[src/rtl/sa_tile_sched_pkg.sv]
// sa_tile_sched_pkg: shared defaults, FSM state type and tile-length helper for the tile scheduler
package sa_tile_sched_pkg;
   localparam int N_DEF = 4;
   localparam int SEG_W_DEF = 7;
   localparam int LEN_W_DEF = 8;
   localparam int AW_DEF = 16;
   localparam int CW_DEF = 14;
   localparam int MULT_LAT_DEF = 1;
   typedef enum logic [1:0] {IDLE, RUN, DONE} state_t;
   // cycles from one tile start to the next: feed L elements, drain the 2N-1 diagonals, multiplier latency
   function automatic int tile_len(input int l, input int n, input int m);
      return l + 2 * n + m;
   endfunction
endpackage

[src/rtl/sa_tile_sched_if.sv]
// sa_tile_sched_if: job handshake, RAM access and PE MAC control bundle of the tile scheduler
// master: job issuer (drives start/config, sees status and array controls)
// slave:  scheduler (samples start/config, drives status, RAM strobes and MAC controls)
interface sa_tile_sched_if
   import sa_tile_sched_pkg::*;
#(
   parameter int N = N_DEF,
   parameter int SEG_W = SEG_W_DEF,
   parameter int LEN_W = LEN_W_DEF,
   parameter int AW = AW_DEF,
   parameter int CW = CW_DEF
);
   logic start;
   logic [SEG_W-1:0] a_seg_cnt;
   logic [SEG_W-1:0] w_seg_cnt;
   logic [LEN_W-1:0] seg_length;
   logic acc_into_c;
   logic calc_done;
   logic arr_ctrl_working;
   logic [N-1:0][AW-1:0] ram_a_addr;
   logic [N-1:0] ram_a_rden;
   logic [N-1:0][AW-1:0] ram_w_addr;
   logic [N-1:0] ram_w_rden;
   logic [N-1:0][N-1:0][CW-1:0] ram_c_addr;
   logic [N-1:0][N-1:0] ram_c_wren;
   logic [N-1:0][N-1:0] en_mult_all;
   logic [N-1:0][N-1:0] clr_mult_all;
   logic [N-1:0][N-1:0] en_accum_all;
   logic [N-1:0][N-1:0] clr_accum_all;
   logic [N-1:0][N-1:0] accum_start_all;
   modport master (
      output start, a_seg_cnt, w_seg_cnt, seg_length, acc_into_c,
      input calc_done, arr_ctrl_working, ram_a_addr, ram_a_rden, ram_w_addr, ram_w_rden,
      input ram_c_addr, ram_c_wren, en_mult_all, clr_mult_all, en_accum_all, clr_accum_all, accum_start_all
   );
   modport slave (
      input start, a_seg_cnt, w_seg_cnt, seg_length, acc_into_c,
      output calc_done, arr_ctrl_working, ram_a_addr, ram_a_rden, ram_w_addr, ram_w_rden,
      output ram_c_addr, ram_c_wren, en_mult_all, clr_mult_all, en_accum_all, clr_accum_all, accum_start_all
   );
endinterface

[src/rtl/sa_tile_sched_skew_line.sv]
// sa_tile_sched_skew_line: D-deep, 1-bit shift register (D >= 1) with async active-low reset
// Ports: clk, rst_n; din enters the line, dout is din delayed by D cycles (a flop output)
module sa_tile_sched_skew_line #(
   parameter int D = 1
) (
   input  logic clk,
   input  logic rst_n,
   input  logic din,
   output logic dout
);
   logic [D-1:0] sr_q, sr_d;
   always_comb sr_d = (sr_q << 1) | D'(din);
   always_ff @(posedge clk or negedge rst_n) begin
      if (!rst_n) sr_q <= '0;
      else sr_q <= sr_d;
   end
   assign dout = sr_q[D-1];
endmodule

[src/rtl/sa_tile_sched.sv]
// sa_tile_sched: sequences C = A x W over a_seg_cnt x w_seg_cnt tiles of an NxN systolic array
// Ports: clk; rst_n (async, active-low); bus (slave): start/config in, calc_done/busy out,
//        skewed per-bank A/W reads, per-PE C writes and MAC enables/clears (all registered)
module sa_tile_sched
   import sa_tile_sched_pkg::*;
#(
   parameter int N = N_DEF,
   parameter int SEG_W = SEG_W_DEF,
   parameter int LEN_W = LEN_W_DEF,
   parameter int AW = AW_DEF,
   parameter int CW = CW_DEF,
   parameter int MULT_LAT = MULT_LAT_DEF
) (
   input logic clk,
   input logic rst_n,
   sa_tile_sched_if.slave bus
);
   localparam int CNT_W = LEN_W + $clog2(2 * N + MULT_LAT + 1) + 1;
   localparam logic [CNT_W-1:0] ML = CNT_W'(MULT_LAT);
   state_t state_q, state_d;
   logic [CNT_W-1:0] c_q, c_d;
   logic [SEG_W-1:0] ta_q, ta_d, tw_q, tw_d, aseg_q, aseg_d, wseg_q, wseg_d;
   logic [LEN_W-1:0] len_q, len_d;
   logic acc_q, acc_d;
   logic [AW-1:0] base_a_q, base_a_d, base_w_q, base_w_d;
   logic [CW-1:0] cadr_q, cadr_d;
   logic [N-1:0] rd_q, rd_d;
   logic [N-1:0][AW-1:0] aa_q, aa_d, wa_q, wa_d;
   logic clr_q, clr_d, done_q, done_d, busy_q, busy_d, run_d, tile_end;
   // tile-level pulse trains as seen by diagonal 0: {wren, accum_start, en_accum, en_mult}
   logic [3:0] src_d;
   logic [2*N-2:0][3:0] diag;
   assign tile_end = c_q == CNT_W'(tile_len(int'(len_q), N, MULT_LAT) - 1);
   always_comb begin
      state_d = state_q;
      c_d = c_q + 1'b1;
      ta_d = ta_q;
      tw_d = tw_q;
      aseg_d = aseg_q;
      wseg_d = wseg_q;
      len_d = len_q;
      acc_d = acc_q;
      base_a_d = base_a_q;
      base_w_d = base_w_q;
      cadr_d = cadr_q;
      if (state_q == IDLE) begin
         c_d = '0;
         ta_d = '0;
         tw_d = '0;
         base_a_d = '0;
         base_w_d = '0;
         cadr_d = '0;
         if (bus.start) begin
            aseg_d = bus.a_seg_cnt;
            wseg_d = bus.w_seg_cnt;
            len_d = bus.seg_length;
            acc_d = bus.acc_into_c;
            state_d = (bus.a_seg_cnt == '0 || bus.w_seg_cnt == '0 || bus.seg_length == '0) ? DONE : RUN;
         end
      end else if (state_q == DONE) begin
         state_d = IDLE;
         c_d = '0;
         cadr_d = '0;
      end else if (tile_end) begin
         // segment bases advance by L per tile as running sums
         c_d = '0;
         cadr_d = cadr_q + 1'b1;
         tw_d = tw_q + 1'b1;
         base_w_d = base_w_q + AW'(len_q);
         if (tw_q == wseg_q - 1'b1) begin
            tw_d = '0;
            base_w_d = '0;
            ta_d = ta_q + 1'b1;
            base_a_d = base_a_q + AW'(len_q);
            if (ta_q == aseg_q - 1'b1) state_d = DONE;
         end
      end
   end
   // outputs are computed from next-cycle state so the registered copies line up with c
   always_comb begin
      run_d = state_d == RUN;
      rd_d = '0;
      aa_d = '0;
      wa_d = '0;
      for (int i = 0; i < N; i++) begin
         if (run_d && c_d >= CNT_W'(i) && c_d - CNT_W'(i) < CNT_W'(len_d)) begin
            rd_d[i] = 1'b1;
            aa_d[i] = base_a_d + AW'(c_d - CNT_W'(i));
            wa_d[i] = base_w_d + AW'(c_d - CNT_W'(i));
         end
      end
      src_d[0] = run_d && c_d >= CNT_W'(1) && c_d <= CNT_W'(len_d);
      src_d[1] = run_d && c_d > ML && c_d <= CNT_W'(len_d) + ML;
      src_d[2] = run_d && c_d == ML + 1'b1;
      src_d[3] = run_d && c_d == CNT_W'(len_d) + ML + 1'b1;
      clr_d = run_d && c_d == '0 && (!acc_d || (ta_d == '0 && tw_d == '0));
      done_d = state_d == DONE;
      busy_d = state_d != IDLE;
   end
   always_ff @(posedge clk or negedge rst_n) begin
      if (!rst_n) begin
         state_q <= IDLE;
         c_q <= '0;
         ta_q <= '0;
         tw_q <= '0;
         aseg_q <= '0;
         wseg_q <= '0;
         len_q <= '0;
         acc_q <= 1'b0;
         base_a_q <= '0;
         base_w_q <= '0;
         cadr_q <= '0;
         rd_q <= '0;
         aa_q <= '0;
         wa_q <= '0;
         clr_q <= 1'b0;
         done_q <= 1'b0;
         busy_q <= 1'b0;
      end else begin
         state_q <= state_d;
         c_q <= c_d;
         ta_q <= ta_d;
         tw_q <= tw_d;
         aseg_q <= aseg_d;
         wseg_q <= wseg_d;
         len_q <= len_d;
         acc_q <= acc_d;
         base_a_q <= base_a_d;
         base_w_q <= base_w_d;
         cadr_q <= cadr_d;
         rd_q <= rd_d;
         aa_q <= aa_d;
         wa_q <= wa_d;
         clr_q <= clr_d;
         done_q <= done_d;
         busy_q <= busy_d;
      end
   end
   // diagonal d = i+j sees each train d cycles later; the extra stage is the output register
   for (genvar d = 0; d < 2 * N - 1; d++) begin : g_diag
      for (genvar s = 0; s < 4; s++) begin : g_sig
         sa_tile_sched_skew_line #(.D(d + 1)) u_line (
            .clk(clk), .rst_n(rst_n), .din(src_d[s]), .dout(diag[d][s])
         );
      end
   end
   for (genvar i = 0; i < N; i++) begin : g_row
      for (genvar j = 0; j < N; j++) begin : g_col
         assign bus.en_mult_all[i][j] = diag[i+j][0];
         assign bus.en_accum_all[i][j] = diag[i+j][1];
         assign bus.accum_start_all[i][j] = diag[i+j][2];
         assign bus.ram_c_wren[i][j] = diag[i+j][3];
         assign bus.clr_mult_all[i][j] = clr_q;
         assign bus.clr_accum_all[i][j] = clr_q;
         assign bus.ram_c_addr[i][j] = cadr_q;
      end
   end
   assign bus.ram_a_rden = rd_q;
   assign bus.ram_w_rden = rd_q;
   assign bus.ram_a_addr = aa_q;
   assign bus.ram_w_addr = wa_q;
   assign bus.calc_done = done_q;
   assign bus.arr_ctrl_working = busy_q;
endmodule

[src/flat_wrapper.sv]
// flat-port wrapper written by rule: the top's interface ports become plain ports
module sa_tile_sched_flat import sa_tile_sched_pkg::*;
#(
   parameter int N = N_DEF,
   parameter int SEG_W = SEG_W_DEF,
   parameter int LEN_W = LEN_W_DEF,
   parameter int AW = AW_DEF,
   parameter int CW = CW_DEF,
   parameter int MULT_LAT = MULT_LAT_DEF
)
  (clk, rst_n, bus_start, bus_a_seg_cnt, bus_w_seg_cnt, bus_seg_length, bus_acc_into_c, bus_calc_done, bus_arr_ctrl_working, bus_ram_a_addr, bus_ram_a_rden, bus_ram_w_addr, bus_ram_w_rden, bus_ram_c_addr, bus_ram_c_wren, bus_en_mult_all, bus_clr_mult_all, bus_en_accum_all, bus_clr_accum_all, bus_accum_start_all);
  sa_tile_sched_if #(.N(N), .SEG_W(SEG_W), .LEN_W(LEN_W), .AW(AW), .CW(CW)) bus_i ();
  input logic clk;
  input logic rst_n;
  input wire logic [$bits(bus_i.start)-1:0] bus_start;
  input wire logic [$bits(bus_i.a_seg_cnt)-1:0] bus_a_seg_cnt;
  input wire logic [$bits(bus_i.w_seg_cnt)-1:0] bus_w_seg_cnt;
  input wire logic [$bits(bus_i.seg_length)-1:0] bus_seg_length;
  input wire logic [$bits(bus_i.acc_into_c)-1:0] bus_acc_into_c;
  output wire logic [$bits(bus_i.calc_done)-1:0] bus_calc_done;
  output wire logic [$bits(bus_i.arr_ctrl_working)-1:0] bus_arr_ctrl_working;
  output wire logic [$bits(bus_i.ram_a_addr)-1:0] bus_ram_a_addr;
  output wire logic [$bits(bus_i.ram_a_rden)-1:0] bus_ram_a_rden;
  output wire logic [$bits(bus_i.ram_w_addr)-1:0] bus_ram_w_addr;
  output wire logic [$bits(bus_i.ram_w_rden)-1:0] bus_ram_w_rden;
  output wire logic [$bits(bus_i.ram_c_addr)-1:0] bus_ram_c_addr;
  output wire logic [$bits(bus_i.ram_c_wren)-1:0] bus_ram_c_wren;
  output wire logic [$bits(bus_i.en_mult_all)-1:0] bus_en_mult_all;
  output wire logic [$bits(bus_i.clr_mult_all)-1:0] bus_clr_mult_all;
  output wire logic [$bits(bus_i.en_accum_all)-1:0] bus_en_accum_all;
  output wire logic [$bits(bus_i.clr_accum_all)-1:0] bus_clr_accum_all;
  output wire logic [$bits(bus_i.accum_start_all)-1:0] bus_accum_start_all;
  assign bus_i.start = bus_start;
  assign bus_i.a_seg_cnt = bus_a_seg_cnt;
  assign bus_i.w_seg_cnt = bus_w_seg_cnt;
  assign bus_i.seg_length = bus_seg_length;
  assign bus_i.acc_into_c = bus_acc_into_c;
  assign bus_calc_done = bus_i.calc_done;
  assign bus_arr_ctrl_working = bus_i.arr_ctrl_working;
  assign bus_ram_a_addr = bus_i.ram_a_addr;
  assign bus_ram_a_rden = bus_i.ram_a_rden;
  assign bus_ram_w_addr = bus_i.ram_w_addr;
  assign bus_ram_w_rden = bus_i.ram_w_rden;
  assign bus_ram_c_addr = bus_i.ram_c_addr;
  assign bus_ram_c_wren = bus_i.ram_c_wren;
  assign bus_en_mult_all = bus_i.en_mult_all;
  assign bus_clr_mult_all = bus_i.clr_mult_all;
  assign bus_en_accum_all = bus_i.en_accum_all;
  assign bus_clr_accum_all = bus_i.clr_accum_all;
  assign bus_accum_start_all = bus_i.accum_start_all;
  sa_tile_sched #(.N(N), .SEG_W(SEG_W), .LEN_W(LEN_W), .AW(AW), .CW(CW), .MULT_LAT(MULT_LAT)) u_core (.clk(clk), .rst_n(rst_n), .bus(bus_i));
endmodule
[config.mk]
export PLATFORM = sky130hd
export DESIGN_NAME = sa_tile_sched_flat
export DESIGN_NICKNAME = d
export VERILOG_FILES = /design/src/rtl/sa_tile_sched_pkg.sv /design/src/rtl/sa_tile_sched_if.sv /design/src/rtl/sa_tile_sched_skew_line.sv /design/src/rtl/sa_tile_sched.sv /design/src/flat_wrapper.sv
export SDC_FILE = /design/constraint.sdc
export NUM_CORES = 1
export LEC_CHECK = 0
export CAP_MARGIN = 20
export CORE_MARGIN = 2
export CORE_UTILIZATION = 29
export DETAILED_ROUTE_END_ITERATION = 12
export DONT_BUFFER_PORTS = 1
export SYNTH_ARGS = -nofsm -noshare
export SYNTH_HDL_FRONTEND = slang
export SYNTH_HIERARCHICAL = 1
export SYNTH_SLANG_ARGS = --single-unit
[constraint.sdc]
create_clock -name clk -period 6.7 [get_ports clk]
set_input_delay 0.335 -clock clk [delete_from_list [all_inputs] [get_ports clk]]
set_output_delay 0.335 -clock clk [all_outputs]
set_load 0.05 [all_outputs]
* After elaboration in Yosys (flattened, before gate mapping)
Cells that the tools add are included.
Operators by class: add/sub/neg operators 27, muxes and demuxes 45, bitwise gates (word level) 24, reduce and logical (&&, ||, !) cells 30, order comparisons 11, eq/ne operators 8
Operators by type and width (count):
- $mux 16 | 16
- $add 16x16->16 | 6
- $mux 7 | 8
- $lt 13x8->1 | 4
- $mux 14 | 3
- $mux 13 | 3
- $sub 13x2->13 const B | 3
- $add 16x13->16 | 2
- $add 16x8->16 | 2
- $logic_not 7->1 | 4
- $or 7x1->7 | 4
- $sub 13x2->14 const B | 2
- $add 13x1->13 const B | 2
- $eq 13x13->1 | 2
- $ge 13x1->1 const B | 2
- $ge 13x2->1 const B | 2
- $or 6x1->6 | 4
- $or 5x1->5 | 4
- $logic_and 1x1->1 | 16
- $mux 8 | 2
- $or 4x1->4 | 4
- $add 14x1->14 const B | 1
- $add 7x1->7 const B | 2
- $eq 7x7->1 | 2
- 24 further kinds | 45
Word-level totals: word-level logic and storage cells 196, bits in registers 345

* Longest topological paths before layout
word-level depth 11, gate-level depth with buffers 26, depth with buffers taken out 25

* Hierarchy
Netlist, hierarchy kept.
Modules (own cells, without submodules):
- sa_tile_sched | times used 1, sequential area each 5830.6 um2, cells each 2106, area an instance 18710.4 um2
- sa_tile_sched_skew_line at u_core.g_diag[6].g_sig[0].u_line ... | times used 4, sequential area each 175.2 um2, cells each 7, area an instance 175.2 um2
- sa_tile_sched_skew_line at u_core.g_diag[5].g_sig[0].u_line ... | times used 4, sequential area each 150.1 um2, cells each 6, area an instance 150.1 um2
- sa_tile_sched_skew_line at u_core.g_diag[4].g_sig[0].u_line ... | times used 4, sequential area each 125.1 um2, cells each 5, area an instance 125.1 um2
- sa_tile_sched_skew_line at u_core.g_diag[3].g_sig[0].u_line ... | times used 4, sequential area each 100.1 um2, cells each 4, area an instance 100.1 um2
- sa_tile_sched_skew_line at u_core.g_diag[2].g_sig[0].u_line ... | times used 4, sequential area each 75.1 um2, cells each 3, area an instance 75.1 um2
- sa_tile_sched_skew_line at u_core.g_diag[1].g_sig[0].u_line ... | times used 4, sequential area each 50.0 um2, cells each 2, area an instance 50.0 um2
- sa_tile_sched_skew_line at u_core.g_diag[0].g_sig[0].u_line ... | times used 4, sequential area each 25.0 um2, cells each 1, area an instance 25.0 um2

* Least setup slack after synthesis
No wires, ideal clock.
path kind register to register, start register u_core.len_q[3], end register u_core.aa_q (netlist bit u_core/bus.ram_a_addr[13]), setup slack 1.438 ns, clock period less this slack 5.262 ns, setup time 0.121 ns, stages on the path, launching flop included 25, required time 6.579 ns, arrival time 5.141 ns, path through dfrtp_1 ha_1 xor2_1 nor4_4 o2111a_1 nand3_1 nor3_2 clkbuf_1 nand2_1 nand2_1 nand2_1 inv_1 ha_1 a21o_1 a21oi_1 o21bai_1 a21oi_1 o21ai_0 a211oi_1 o21bai_1 maj3_1 a21o_1 a21oi_1 xor2_1 nor2_1
RTL lines:
- from (decl) | RTL line sa_tile_sched.sv:23 | logic [LEN_W-1:0] len_q, len_d;
- from (signal assigned) | RTL line sa_tile_sched.sv:126 | len_q <= len_d;
- to (signal assigned) | RTL line sa_tile_sched.sv:114 | aa_q <= '0;
- to (signal assigned) | RTL line sa_tile_sched.sv:132 | aa_q <= aa_d;
- to (decl) | RTL line sa_tile_sched.sv:28 | logic [N-1:0][AW-1:0] aa_q, aa_d, wa_q, wa_d;

==> results.py <==
metrics = {
    "run_status": {
        "status": "finished with violations",
        "violations": "hold timing",
    },
    "final_layout": {
        "regArea_mm2": 0.00869,
        "nFillCells": 7413,
        "layout-drive-gt1-share": 0.107,
        "layout_common_cells": "dfrtp_1 (326), nor2_1 (207), ha_1 (180)",
        "syn2layout_area_growth_pct": 6.00,
        "fin_nets": 2233,
        "postLayoutCellArea_mm2": 0.0228,
        "multiInputGateArea_mm2": 0.0103,
        "final_common_cell": "dfrtp_1",
    },
    "power": {
        "p_leak_nw": 10.8,
        "power_density_mw_per_mm2": 187,
        "power_frac_seq": 0.488,
        "p_clk_frac": 0.510,
        "p_comb_frac": 0.002,
        "fin_total_pwr_w": 0.00427,
        "ir_worst_vdd_mv": 0.151,
        "power_switching_w": 0.000908,
        "p_int_w": 0.00336,
        "swShare": 0.213,
    },
    "timing": {
        "period_needed_ps": 5940,
        "fin_skew_ps": 32.4,
        "worstMarginPinSlew_ps": 1160,
        "setup_viol": 0,
        "relSlewSlack": 0.228,
        "setup_slack_ps": 763,
        "whs_ps": -550,
        "fin_crit_sh": 0.886,
        "rsz0062_at_grt": "false",
        "fmax_mhz": 168,
        "setup-tns-final_ps": 0,
        "hold_viol": 345,
        "maxSlewViolCount": 0,
    },
    "logic_synthesis": {
        "async_flop_share": 1.00,
        "syn-instance-count": 2218,
        "synth_seq_area_share": 0.401,
        "synth_area_leaders": "dfrtp_1 (40%), ha_1 (10%), buf_4 (9.9%)",
        "synth-seq-cells": 345,
        "synth_edf_count": 0,
        "synth_largest_area_cell": "dfrtp_1",
        "ys.flop_type": "dfrtp_1",
        "synth_nets": 2432,
        "postSynthAreaPerCell_um2": 9.70,
        "synth.top_cell.area_share": 0.401,
        "synth_area_mm2": 0.0215,
        "yosysUniqueCellTypes": 80,
        "ys_warn_count": 6,
    },
    "setup_path": {
        "cp-start-kind": "flip-flop",
        "worstSetupPathType": "reg2reg",
        "required_ps": 7130,
        "end_kind": "flip-flop",
        "cp_max_fo": 15,
        "cp.arrival_ps": 6370,
    },
    "floorplanning": {
        "boundaryPins": 484,
        "rows": 99,
        "initial_core_util": 0.294,
        "die_w_um": 276,
        "dieArea_mm2": 0.0764,
        "fp.coreArea_mm2": 0.0732,
        "die_h_um": 276,
    },
    "global_route": {
        "grt_max_degree": 346,
        "met3_usage": 0.0353,
        "use_met1": 0.218,
        "globalRouteTotalUtil": 0.175,
        "overflow": 0,
        "antenna_found_initial": 6,
        "grt_pass1_wl_um": 102000,
        "grt_pass1_vias": 15900,
        "met2_usage": 0.290,
        "grt.busiest_layer": "met2",
    },
    "cts": {
        "cts_root_buf": "clkbuf_16",
        "worstSkewPairLatency_ps": 580,
        "cts_setup_buffers": 0,
        "cts_hold_buf": 16,
        "cts_buffers": 39,
        "cts_sinks": 345,
        "clkTransAtPathRegs_ps": 60,
        "clockBufferDepth": 3,
        "cts_tree": "yes",
        "htreeDepth": 2,
        "post_cts_resized": 0,
    },
    "route": {
        "wl_per_cell_um": 22.5,
        "avgViaCountPerCell": 5.09,
        "wl_um": 67700,
        "num_vias": 15300,
        "initialDrtViolationCount": 1257,
        "drc": 0,
        "drtPass1Iterations": 5,
        "antenna_left": 0,
    },
    "placement": {
        "placed_area_mm2": 0.0213,
        "gp_congestion": 0.964,
        "port-buffer-count": 0,
        "pre_cts_ws_ps": 860,
        "hpwl_um": 51900,
    },
    "min_path": {
        "hold_class": "in2async",
    },
    "run": {
        "maxCapViolations": 0,
    },
}
## stage by stage
| stage | hold WS [ps] | std cells | util |
|---|---|---|---|
| floorplan | 39.4 | 2218 | - |
| global placement | 52.9 | 2918 | 0.291 |
| detailed placement | 52.7 | 2919 | 0.291 |
| CTS | -573 | 3007 | 0.311 |
| global route | -573 | 3009 | 0.311 |
| finish | -550 | 3010 | 0.312 |
## Yosys cell counts (all sizes together), types with 44 or more instances
master,number
dfrtp,345
xnor2,113
xor2,90
nand2,130
a21o,44
a21oi,118
ha,180
nor2,210
o21ai,87
inv,76
buf,305
nor3,64
## area by class of cell
type | count | share of cell area
clock buffer | 53 | 0.0477
inverter | 77 | 0.0128
sequential | 345 | 0.381
multi-input combinational | 1463 | 0.450
tap | 959 | 0.0526
clock inverter | 19 | 0.00982
antenna | 1 | 0.000110
timing repair buffer | 93 | 0.0455
## state kept, by name, summed over array words and instances (netlist names)
name	count
u_core/len_q	8
u_core/tw_q	7
u_core/bus.ram_a_addr	64
u_core/bus.ram_w_addr	64
u_core/bus.calc_done	1
u_core/c_q	13
u_core/g_diag.g_sig.u_line/sr_q	108
u_core/cadr_q	14
u_core/clr_q	1
u_core/bus.arr_ctrl_working	1
u_core/bus.ram_a_rden	4
u_core/ta_q	7
u_core/aseg_q	7
u_core/base_w_q	16
u_core/base_a_q	16
u_core/state_q	2
u_core/acc_q	1
u_core/wseg_q	7
u_core/g_diag.g_sig.u_line/dout	4
## final timing paths
path / from / end / slack [ps] / cells after the start
setup / recovery: u_core/len_q[3] / u_core/bus.ram_a_addr[14] / 760 / 25
hold / removal: rst_n / u_core/bus.ram_w_addr[30] / -550 / 0
setup reg to reg: u_core/len_q[3] / u_core/bus.ram_a_addr[14] / 760 / 25
hold reg to reg: u_core/g_diag[6].g_sig[0].u_line/sr_q[2] / u_core/g_diag[6].g_sig[0].u_line/sr_q[3] / 340 / 0
max in group asynchronous: rst_n / u_core/clr_q / 6710 / 0
min in group clk: bus_seg_length[5] / u_core/len_q[5] / 100 / 3
## routing by layer
layer,routed length (um),share of wire,up-vias
met5,0,0,-
met4,3420,0.050,0
met3,4930,0.073,159
met2,31500,0.46,675
li1,-,-,6938
met1,27900,0.41,7554
## power groups by stage
stage	clock network [W]	registers [W]	logic, W
6_report	0.00218	0.00208	0.00000907
3_5_place_dp	0	0.00212	0.000000981
2_1_floorplan	0	0.00212	0.000000856
3_3_place_gp	0	0.00212	0.000000964
5_1_grt	0.00234	0.00208	0.00000974
4_1_cts	0.00225	0.00208	0.00000913
## cells by family after synthesis
group | Yosys count | synth area share
adders and majority gates | 189 | 0.113
xor gates and xnor gates | 203 | 0.0826
DFF | 345 | 0.401
muxes | 27 | 0.0134
buffers and inverters | 410 | 0.123
AOI/OAI and AO/OA | 381 | 0.113
and+or+nand+nor | 663 | 0.155
## worst max-delay path: stages (launching register included)
cell and delay [ps]:
dfrtp_1 460, ha_1 340, xor2_1 190, nor4_4 340, o2111a_1 300, nand3_1 100, buf_4 220, nor3_2 230
buf_4 320, nand2_1 90, a21oi_1 290, ha_1 320, inv_1 80, fa_1 440, nor2b_1 230, o21ai_0 110
nand2b_1 150, a21o_1 140, a21o_1 140, a31oi_1 130, o21ai_0 390, a31oi_1 190, a21boi_2 200, o21ai_0 120
xor2_1 220, nor2_1 60
Power figures use the tool's default switching activity.
